<file path="config.mk">
export PLATFORM = sky130hd
export DESIGN_NAME = and_2
export DESIGN_NICKNAME = d
export VERILOG_FILES = /design/src/rtl/and_2.sv
export SDC_FILE = /design/constraint.sdc
export NUM_CORES = 1
export LEC_CHECK = 0
export CORE_ASPECT_RATIO = 1.25
export CORE_MARGIN = 2
export CORE_UTILIZATION = 25
export CTS_CLUSTER_DIAMETER = 80
export DETAILED_ROUTE_END_ITERATION = 8
export GPL_ROUTABILITY_DRIVEN = 0
export MAX_ROUTING_LAYER = met4
export PLACE_DENSITY = 0.53
export SLEW_MARGIN = 25
export SYNTH_ARGS = -nofsm -noshare
export SYNTH_HDL_FRONTEND = slang
export SYNTH_SLANG_ARGS = --single-unit
</file>
<file path="constraint.sdc">
create_clock -name i_clk -period 1.8 [get_ports i_clk]
set_input_delay 0.54 -clock i_clk [delete_from_list [all_inputs] [get_ports i_clk]]
set_output_delay 0.54 -clock i_clk [all_outputs]
set_load 0.02 [all_outputs]
</file>
<file path="src/rtl/and_2.sv">
// Debounced two-input AND.
// Each switch input goes through a 2-flop synchronizer, then a debouncer
// that only accepts a new level after it has held for DEBOUNCE_CYCLES
// consecutive clocks. o1 is a flop of the AND of the two accepted levels.
// A stable change reaches o1 DEBOUNCE_CYCLES+3 edges after it is applied.

// One debounced channel: synchronizer, accepted level and hold counter.
module and_2_deb #(
    parameter int unsigned DEBOUNCE_CYCLES = 4
) (
    input  logic clk_i,
    input  logic rst_n_i,
    input  logic async_i,
    output logic lvl_o
);
    localparam int unsigned CW = $clog2(DEBOUNCE_CYCLES) + 1;
    localparam logic [CW-1:0] LAST = CW'(DEBOUNCE_CYCLES - 1);

    logic [1:0]    sync_q;
    logic          lvl_q, lvl_d;
    logic [CW-1:0] cnt_q, cnt_d;
    logic          s;

    // sync_q[1] is the metastability-safe copy of the input
    assign s = sync_q[1];

    // Counter tracks consecutive clocks where s disagrees with the accepted
    // level. It clears on agreement, so it cannot pass LAST and never wraps.
    always_comb begin
        lvl_d = lvl_q;
        cnt_d = cnt_q;
        if (s == lvl_q) begin
            cnt_d = '0;
        end else if (cnt_q == LAST) begin
            lvl_d = s;
            cnt_d = '0;
        end else begin
            cnt_d = cnt_q + 1'b1;
        end
    end

    // Synchronizer and debouncer state; reset discards any partial count.
    always_ff @(posedge clk_i or negedge rst_n_i) begin
        if (!rst_n_i) begin
            sync_q <= '0;
            lvl_q  <= 1'b0;
            cnt_q  <= '0;
        end else begin
            sync_q <= {sync_q[0], async_i};
            lvl_q  <= lvl_d;
            cnt_q  <= cnt_d;
        end
    end

    assign lvl_o = lvl_q;
endmodule

// Top: two independent debounced channels feeding a registered AND.
module and_2 #(
    parameter int unsigned DEBOUNCE_CYCLES = 4
) (
    input  logic i_clk,
    input  logic i_rst_n,
    input  logic i1,
    input  logic i2,
    output logic o1
);
    localparam int NUM_LANES = 2;

    logic [NUM_LANES-1:0] raw;
    logic [NUM_LANES-1:0] deb;
    logic                 o1_q, o1_d;

    assign raw = {i2, i1};

    for (genvar l = 0; l < NUM_LANES; l++) begin : g_lane
        and_2_deb #(
            .DEBOUNCE_CYCLES(DEBOUNCE_CYCLES)
        ) u_deb (
            .clk_i   (i_clk),
            .rst_n_i (i_rst_n),
            .async_i (raw[l]),
            .lvl_o   (deb[l])
        );
    end

    // Output is taken from debounced levels only, so no path from i1/i2.
    always_comb begin
        o1_d = &deb;
    end

    // Registered output, loaded every edge.
    always_ff @(posedge i_clk or negedge i_rst_n) begin
        if (!i_rst_n) begin
            o1_q <= 1'b0;
        end else begin
            o1_q <= o1_d;
        end
    end

    assign o1 = o1_q;
endmodule

</file>
==> results of run 1 <==
==> registers in the layout, summed over array words and instances (netlist names) <==
| register | count |
|---|---|
| g_lane.u_deb.lvl_o | 2 |
| o1 | 1 |
| g_lane.u_deb.sync_q | 4 |
| g_lane.u_deb.cnt_q | 6 |
==> cell type report <==
type | instances | area share [%]
timing repair buffer | 4 | 7.21
tap | 19 | 4.28
sequential | 13 | 58.6
clock buffer | 4 | 4.73
multi-input combinational | 15 | 25.2
==> placed cells by master (no fill, tap or decap) <==
| cell | netlist | routed |
|---|---|---|
| clkbuf_4 | 0 | 3 |
| nor2b_4 | 2 | 2 |
| clkdlybuf4s50_1 | 0 | 4 |
| ha_1 | 2 | 2 |
| nor3b_1 | 4 | 4 |
| xnor2_1 | 2 | 2 |
| nor3_1 | 2 | 2 |
| mux2_2 | 2 | 2 |
| and2_2 | 1 | 1 |
| clkbuf_1 | 0 | 1 |
| dfrtp_1 | 13 | 13 |
==> synth_stat cells <==
| library cell | n | area share, % |
|---|---|---|
| xnor2_1 | 2 | 3.8 |
| ha_1 | 2 | 5.4 |
| nor2b_4 | 2 | 5.9 |
| mux2_2 | 2 | 4.8 |
| and2_2 | 1 | 1.6 |
| dfrtp_1 | 13 | 70 |
| nor3b_1 | 4 | 6.5 |
| nor3_1 | 2 | 2.2 |
==> path summary, 6_finish.rpt <==
path                                                       endpoint  slack [ns]  depth (start not counted)
worst max register to register    g_lane[1].u_deb.lvl_o$_DFFE_PN0P_        0.65                          3
worst max-delay path                                             o1        0.08                          1
worst min-delay path            g_lane[0].u_deb.sync_q[1]$_DFF_PN0_        0.36                          0
worst min register to register  g_lane[0].u_deb.sync_q[1]$_DFF_PN0_        0.36                          0
min in group asynchronous        g_lane[0].u_deb.cnt_q[2]$_DFF_PN0_        0.63                          1
max in group asynchronous        g_lane[0].u_deb.cnt_q[0]$_DFF_PN0_        0.79                          1
==> per-layer routing <==
| metal | wire length (microns) | GRT usage (%) | vias to the layer above |
|---|---|---|---|
| met5 | 0 | - | - |
| met4 | 0 | 6.25 | 0 |
| met3 | 27 | 2.07 | 0 |
| met2 | 305 | 10.5 | 5 |
| met1 | 260 | 8.73 | 123 |
| li1 | - | - | 111 |
==> stage by stage <==
step                hold WS (ns)  total power (W)
finish                     0.356         0.000768
global route               0.364         0.000831
CTS                        0.360         0.000788
detailed placement         0.342         0.000609
global placement           0.335         0.000584
floorplan                  0.244         0.000541
==> power breakdown <==
part	switching, W	total, W	internal [W]	leakage [nW]
combinational	0.0000773	0.000190	0.000112	0.0665
clock	0.0000866	0.000172	0.0000858	0.0150
sequential	0.0000416	0.000406	0.000365	0.163
==> cell families (layout without fill, tap and decap cells) <==
family	count (synthesis)	after routing	share of synthesized area, %
muxes	2	2	4.84
and+or+nand+nor	9	9	16.1
DFF	13	13	69.9
buffers and inverters	0	8	0
xor gates and xnor gates	2	2	3.76
adders and majority gates	2	2	5.38
==> results.py, run 1 <==
metrics = {
    "run_status": {
        "status": "finished, final reports clean",
    },
    "placed_design": {
        "dp_hpwl_microns": 448,
        "dpl.cell_count": 51,
        "io_buffers": 4,
        "placed_cell_area_sq_um": 529,
        "place_ws_ns": 0.368,
    },
    "detailed_routing": {
        "antenna_left": 0,
        "wl_microns": 594,
        "drt_first_pass_iters": 1,
        "drc": 0,
        "drt_iter0_drc": 0,
        "via_per_inst": 4.35,
        "vias": 239,
        "wire_per_inst_microns": 10.8,
    },
    "finish": {
        "drive_above_1_share_pct": 22.2,
        "antenna_cells": 0,
        "fill_cells": 185,
        "final_cells": 55,
        "syn2layout_area_growth_pct": 19.4,
        "nets": 43,
        "multi_input_area_sq_um": 140,
        "regArea_sq_um": 325,
        "finish.instance_area_sq_um": 556,
        "final_util_pct": 31.5,
    },
    "global_routing": {
        "antenna_found_initial": 0,
        "grt_usage_pct": 7.44,
        "grt_overflow_total": 0,
        "first_global_vias": 252,
        "grt_pass1_wl_microns": 1120,
        "grt_start_max_net_pins": 14,
    },
    "critical_path": {
        "critical_path.startpoint": "o1$_DFF_PN0_",
        "crit_path_end_kind": "output pin",
        "timing.rr.start": "g_lane[1].u_deb.cnt_q[0]$_DFF_PN0_",
        "slowest_stage": "clkdlybuf4s50_1",
        "slowest_delay_ns": 0.59,
        "path_max_fanout": 1,
        "crit_arrival_ns": 1.18,
        "cp-start-kind": "register",
        "crit_chain": "clkdlybuf4s50_1",
        "critPathTopFamily": "buffers and inverters",
        "crit_buf_inv": 1,
        "cp.required_ns": 1.26,
        "critical_path_class": "reg -> out",
    },
    "cts": {
        "ctsResizeCount": 0,
        "clk_pin_slew_ns": 0.07,
        "numCtsBuffers": 3,
        "cts_setup_buffers": 0,
        "cts_tree": "built",
        "hold_buffers": 0,
        "h-tree-depth": 1,
        "cts_root_buf": "clkbuf_4",
        "clk_path_buf_depth": 2,
        "cts_sinks": 13,
        "insertion_delay_ns": 0.27,
    },
    "sta": {
        "rsz0062_at_grt": "no",
        "fin_tns_setup_ns": 0,
        "slew_headroom_pct": 62.0,
        "setup_ws_ns": 0.0774,
        "slew_viol_final": 0,
        "final_hold_viol_count": 0,
        "fin_crit_sh_pct": 95.7,
        "skew_ns": 0.00385,
        "fin_crit_ns": 1.72,
        "final-setup-viol-count": 0,
        "tightest_slew_ns": 0.568,
        "fmax_mhz": 581,
    },
    "yosys": {
        "syn_nets": 34,
        "yosys_warnings": 0,
        "synth_cells": 28,
        "synth.distinct_cells": 8,
        "syn_avg_cell_area_sq_um": 16.6,
        "synth_seq_area_share_pct": 69.9,
        "ys_ff_latch": 13,
        "netlist_area_sq_um": 465,
    },
    "power": {
        "vdd_drop_max_mv": 0.359,
        "leakage_nw": 0.245,
        "powerDensity_nw_per_um2": 1380,
    },
    "die": {
        "io_pins": 5,
        "die_y_microns": 52.2,
        "initial_utilization_pct": 26.4,
        "die_x_microns": 42.6,
        "floorplan.rows": 17,
        "die_area_sq_um": 2230,
        "coreArea_sq_um": 1770,
    },
    "hold_path": {
        "min_from": "g_lane[0].u_deb.sync_q[0]$_DFF_PN0_",
        "hp-class": "reg -> reg",
    },
    "run": {
        "cap_violations": 0,
    },
}
Power figures use the tool's default switching activity.
==> run 2: changes to the inputs <==
--- a/config.mk
+++ b/config.mk
@@ -16,4 +16,5 @@
 export SLEW_MARGIN = 25
 export SYNTH_ARGS = -nofsm -noshare
 export SYNTH_HDL_FRONTEND = slang
+export SYNTH_HIERARCHICAL = 1
 export SYNTH_SLANG_ARGS = --single-unit
==> results.py, run 2 <==
metrics = {
    "yosys": {
        "synth_top_cell_by_area": "dfrtp_1",
        "netlist_area_sq_um": 464,
        "yosys_warnings": 6,
        "synth-edff-count": 0,
        "syn_nets": 34,
        "synth_seq_area_share_pct": 70.1,
        "ys_async_sr_fraction_pct": 100,
        "synth_most_common_cell": "dfrtp_1",
        "synth.distinct_cells": 8,
        "synth_ff_type": "dfrtp_1",
        "yosys-top-cells-count": "13 x dfrtp_1, 4 x nor3b_1",
        "synth_cells": 28,
        "ys_ff_latch": 13,
        "synth_top_area_share_pct": 70.1,
        "syn_avg_cell_area_sq_um": 16.6,
        "synthTopCellsByArea": "dfrtp_1 70%, nor3b_1 6.5%, nor2b_4 5.9%, ha_1 5.4%, mux2_2 4.9%",
    },
    "finish": {
        "antenna_cells": 0,
        "drive_above_1_share_pct": 19.4,
        "layout_common_cells": "13 x dfrtp_1, 4 x nor3b_1, 4 x clkdlybuf4s50_1, 3 x clkbuf_4",
        "syn2layout_area_growth_pct": 19.4,
        "largest_reg_flops": 6,
        "nets": 43,
        "layout_commonest_cell": "dfrtp_1",
        "regMostFlops": "g_lane.u_deb/cnt_q",
    },
    "global_routing": {
        "first_global_vias": 267,
        "grt_usage_pct": 7.54,
        "antenna_found_initial": 0,
        "top_usage_layer": "met2",
        "grt_overflow_total": 0,
        "met2_usage_pct": 10.5,
        "use_met3_pct": 2.41,
        "met1_usage_pct": 7.49,
        "grt_start_max_net_pins": 14,
        "grt_pass1_wl_microns": 1100,
    },
    "sta": {
        "final-setup-viol-count": 0,
        "slew_headroom_pct": 62.6,
        "fin_tns_setup_ns": 0,
        "rsz0062_at_grt": "no",
        "final_hold_viol_count": 0,
        "whs_ns": 0.354,
        "skew_ns": 0.00157,
        "tightest_slew_ns": 0.559,
        "fin_crit_ns": 1.73,
        "fin_crit_sh_pct": 96.3,
        "slew_viol_final": 0,
        "fmax_mhz": 577,
    },
    "power": {
        "vdd_drop_max_mv": 0.353,
        "leakage_nw": 0.244,
        "powerDensity_nw_per_um2": 1380,
        "power_w": 0.000765,
    },
    "critical_path": {
        "slowest_delay_ns": 0.59,
        "crit_path_end_kind": "output pin",
        "cp.required_ns": 1.26,
        "slowest_stage": "clkdlybuf4s50_1",
        "critical_path_class": "reg -> out",
        "crit_chain": "clkdlybuf4s50_1",
        "crit_arrival_ns": 1.19,
        "crit_buf_inv": 1,
        "path_max_fanout": 1,
        "cp-start-kind": "register",
        "critPathTopFamily": "buffers and inverters",
    },
    "die": {
        "die_area_sq_um": 2220,
        "floorplan.rows": 17,
        "die_y_microns": 52.2,
        "die_x_microns": 42.5,
        "coreArea_sq_um": 1770,
        "io_pins": 5,
        "initial_utilization_pct": 26.3,
    },
    "cts": {
        "clk_path_buf_depth": 2,
        "cts_sinks": 13,
        "insertion_delay_ns": 0.27,
        "clk_pin_slew_ns": 0.07,
        "cts_tree": "built",
        "cts_root_buf": "clkbuf_4",
        "cts_setup_buffers": 0,
        "numCtsBuffers": 3,
        "ctsResizeCount": 0,
        "hold_buffers": 0,
        "h-tree-depth": 1,
    },
    "detailed_routing": {
        "drc": 0,
        "drt_iter0_drc": 0,
        "antenna_left": 0,
        "drt_first_pass_iters": 1,
        "wl_microns": 601,
        "via_per_inst": 4.40,
        "wire_per_inst_microns": 10.9,
        "vias": 242,
    },
    "placed_design": {
        "dp_hpwl_microns": 453,
        "io_buffers": 4,
    },
    "hold_path": {
        "hp-class": "reg -> reg",
    },
    "run_status": {
        "status": "finished, final reports clean",
    },
    "run": {
        "cap_violations": 0,
    },
}
[run 2: cell types whose count changed after synthesis]
cell | previous run | this run
and2_1 | 0 | 1
and2_2 | 1 | 0
[run 2: cells by family after synthesis]
kind of cell	count (synthesis)	share of synthesized area, %
DFF	13	70.1
xor gates and xnor gates	2	3.77
muxes	2	4.85
adders and majority gates	2	5.39
and+or+nand+nor	9	15.9
[run 2: worst reg2reg max path, stage by stage (launching register included)]
cell,delay [ns]
dfrtp_1,0.36
ha_1,0.18
nor2b_4,0.17
mux2_2,0.33
[run 2: worst paths after layout]
check                                                 endpoint                           startpoint  cells past startpoint  slack, ns
setup reg to reg             g_lane[1].u_deb/lvl_o$_DFFE_PN0P_   g_lane[1].u_deb/cnt_q[0]$_DFF_PN0_                      3       0.66
setup / recovery                                            o1                         o1$_DFF_PN0_                      1       0.07
min in group asynchronous   g_lane[0].u_deb/cnt_q[1]$_DFF_PN0_                              i_rst_n                      1       0.62
hold / removal             g_lane[0].u_deb/sync_q[1]$_DFF_PN0_  g_lane[0].u_deb/sync_q[0]$_DFF_PN0_                      0       0.35
hold reg to reg            g_lane[0].u_deb/sync_q[1]$_DFF_PN0_  g_lane[0].u_deb/sync_q[0]$_DFF_PN0_                      0       0.35
max in group asynchronous   g_lane[0].u_deb/cnt_q[0]$_DFF_PN0_                              i_rst_n                      1       0.81
[run 2: power by group]
| group | total (W) | internal (W) | switching, W |
|---|---|---|---|
| clock | 0.000176 | 0.0000859 | 0.0000903 |
| combinational | 0.000185 | 0.000109 | 0.0000765 |
| sequential | 0.000403 | 0.000364 | 0.0000388 |
[run 2: stage by stage]
stage	worst slack, ns	utilization, %	instance area, sq um	std cells
5_1_grt	0.0217	31.4	554	55
2_1_floorplan	0.724	-	464	28
3_5_place_dp	0.358	29.9	528	51
3_3_place_gp	0.369	29.9	528	51
4_1_cts	0.0426	31.4	554	55
6_report	0.0670	31.4	554	55
[run 2: final cells by class]
class                   count  area (sq um)
well taps                  19          23.8
flip-flops and latches     13           325
clock buffers               4          26.3
fillers                   178          1210
multi-input cells          15           139
repair buffers              4          40.0
[run 2: metal layers]
layer | vias to the layer above | part of all wire, %
met5 | - | 0
met4 | 0 | 3.8
met3 | 4 | 5.3
met2 | 7 | 54
met1 | 122 | 37
li1 | 109 | -
==> run 3: changes to the inputs <==
--- a/config.mk
+++ b/config.mk
@@ -5,14 +5,13 @@
 export SDC_FILE = /design/constraint.sdc
 export NUM_CORES = 1
 export LEC_CHECK = 0
-export CORE_ASPECT_RATIO = 1.25
 export CORE_MARGIN = 2
-export CORE_UTILIZATION = 25
+export CORE_UTILIZATION = 29
 export CTS_CLUSTER_DIAMETER = 80
 export DETAILED_ROUTE_END_ITERATION = 8
 export GPL_ROUTABILITY_DRIVEN = 0
 export MAX_ROUTING_LAYER = met4
-export PLACE_DENSITY = 0.53
+export PLACE_DENSITY = 0.58
 export SLEW_MARGIN = 25
 export SYNTH_ARGS = -nofsm -noshare
 export SYNTH_HDL_FRONTEND = slang
==> results.py, run 3 (synthesis results as in run 2) <==
metrics = {
    "cts": {
        "cts_setup_buffers": 0,
        "numCtsBuffers": 3,
        "hold_buffers": 0,
        "clk_pin_slew_ns": 0.07,
        "h-tree-depth": 1,
        "insertion_delay_ns": 0.26,
        "ctsResizeCount": 0,
        "cts_sinks": 13,
        "cts_tree": "built",
        "clk_path_buf_depth": 2,
        "cts_root_buf": "clkbuf_4",
    },
    "critical_path": {
        "r2r_end": "g_lane[1].u_deb/lvl_o$_DFFE_PN0P_",
        "r2r_cells": 3,
        "crit_path_end_kind": "output pin",
        "regToRegSetupSlack_ns": 0.63,
        "crit_buf_inv": 1,
        "crit_arrival_ns": 1.17,
        "slowest_stage": "clkdlybuf4s50_1",
        "cp-start-kind": "register",
        "slowest_delay_ns": 0.59,
        "timing.rr.start": "g_lane[1].u_deb/cnt_q[0]$_DFF_PN0_",
        "cp.required_ns": 1.26,
        "crit_chain": "clkdlybuf4s50_1",
        "path_max_fanout": 1,
        "critical_path_class": "reg -> out",
        "critPathTopFamily": "buffers and inverters",
    },
    "detailed_routing": {
        "via_per_inst": 4.71,
        "drt_iter0_drc": 0,
        "drc": 0,
        "wire_per_inst_microns": 10.5,
        "antenna_left": 0,
        "vias": 245,
        "drt_first_pass_iters": 1,
        "wl_microns": 546,
    },
    "sta": {
        "fin_tns_setup_ns": 0,
        "final-setup-viol-count": 0,
        "fin_crit_ns": 1.71,
        "slew_headroom_pct": 63.8,
        "fin_crit_sh_pct": 95.0,
        "tightest_slew_ns": 0.541,
        "fmax_mhz": 585,
        "final_hold_viol_count": 0,
        "rsz0062_at_grt": "no",
        "skew_ns": 0.000542,
        "slew_viol_final": 0,
    },
    "hold_path": {
        "hold_end": "g_lane[0].u_deb/sync_q[1]$_DFF_PN0_",
        "hold_depth": 0,
        "min_from": "g_lane[0].u_deb/sync_q[0]$_DFF_PN0_",
        "hp-class": "reg -> reg",
    },
    "finish": {
        "final_cells": 52,
        "final_util_pct": 36.5,
        "nets": 43,
        "finish.instance_area_sq_um": 551,
        "regMostFlops": "g_lane.u_deb/cnt_q",
        "layout_commonest_cell": "dfrtp_1",
        "fill_cells": 150,
        "antenna_cells": 0,
        "regArea_sq_um": 325,
        "syn2layout_area_growth_pct": 18.6,
        "drive_above_1_share_pct": 19.4,
        "largest_reg_flops": 6,
        "layout_common_cells": "13 x dfrtp_1, 4 x nor3b_1, 4 x clkdlybuf4s50_1, 3 x clkbuf_4",
        "multi_input_area_sq_um": 139,
    },
    "global_routing": {
        "grt_pass1_wl_microns": 1040,
        "antenna_found_initial": 0,
        "grt_overflow_total": 0,
        "first_global_vias": 262,
        "grt_start_max_net_pins": 14,
        "grt_usage_pct": 8.20,
    },
    "placed_design": {
        "dpl.cell_count": 48,
        "placed_cell_area_sq_um": 524,
        "io_buffers": 4,
    },
    "run": {
        "cap_violations": 0,
    },
    "die": {
        "die_area_sq_um": 1940,
        "io_pins": 5,
        "floorplan.rows": 14,
        "coreArea_sq_um": 1510,
        "die_y_microns": 44.0,
        "initial_utilization_pct": 30.8,
        "die_x_microns": 44.0,
    },
    "power": {
        "vdd_drop_max_mv": 0.415,
        "power_w": 0.000762,
        "leakage_nw": 0.244,
        "powerDensity_nw_per_um2": 1380,
    },
    "run_status": {
        "status": "finished, final reports clean",
    },
}
[run 3: cell counts in the layout (fill, tap and decap cells not counted)]
No cell type changed its count.
[run 3: cell type report]
cell class	count	share of cell area, %
Sequential cell	13	59.1
Multi-Input combinational cell	15	25.2
Timing Repair Buffer	4	7.27
Clock buffer	4	4.77
Tap cell	16	3.64
[run 3: power by group]
part	switching [W]	internal (W)	total, W
clock	0.0000809	0.0000855	0.000166
combinational	0.0000794	0.000111	0.000191
sequential	0.0000400	0.000365	0.000405
total	0.000200	0.000561	0.000762
[run 3: worst max path at each step]
stage / startpoint / to / cells past startpoint
after floorplan: g_lane[0].u_deb/cnt_q[0]$_DFF_PN0_ / g_lane[0].u_deb/lvl_o$_DFFE_PN0P_ / 3
after global placement: o1$_DFF_PN0_ / o1 / 1
after global routing: o1$_DFF_PN0_ / o1 / 1
after CTS: o1$_DFF_PN0_ / o1 / 1
after detailed placement: o1$_DFF_PN0_ / o1 / 1
final: o1$_DFF_PN0_ / o1 / 1
[run 3: metrics by stage]
stage	worst slack, ns	hold slack, ns
floorplan	0.724	0.244
finish	0.0896	0.351
detailed placement	0.370	0.336
global placement	0.371	0.335
global route	0.0260	0.359
CTS	0.0767	0.354
[run 3: metal layers]
layer | share of wire (%) | track usage [%]
met2 | 61 | 13.2
met3 | 5.5 | 2.45
met1 | 33 | 7.80
met5 | 0 | -
met4 | 0 | 7.27
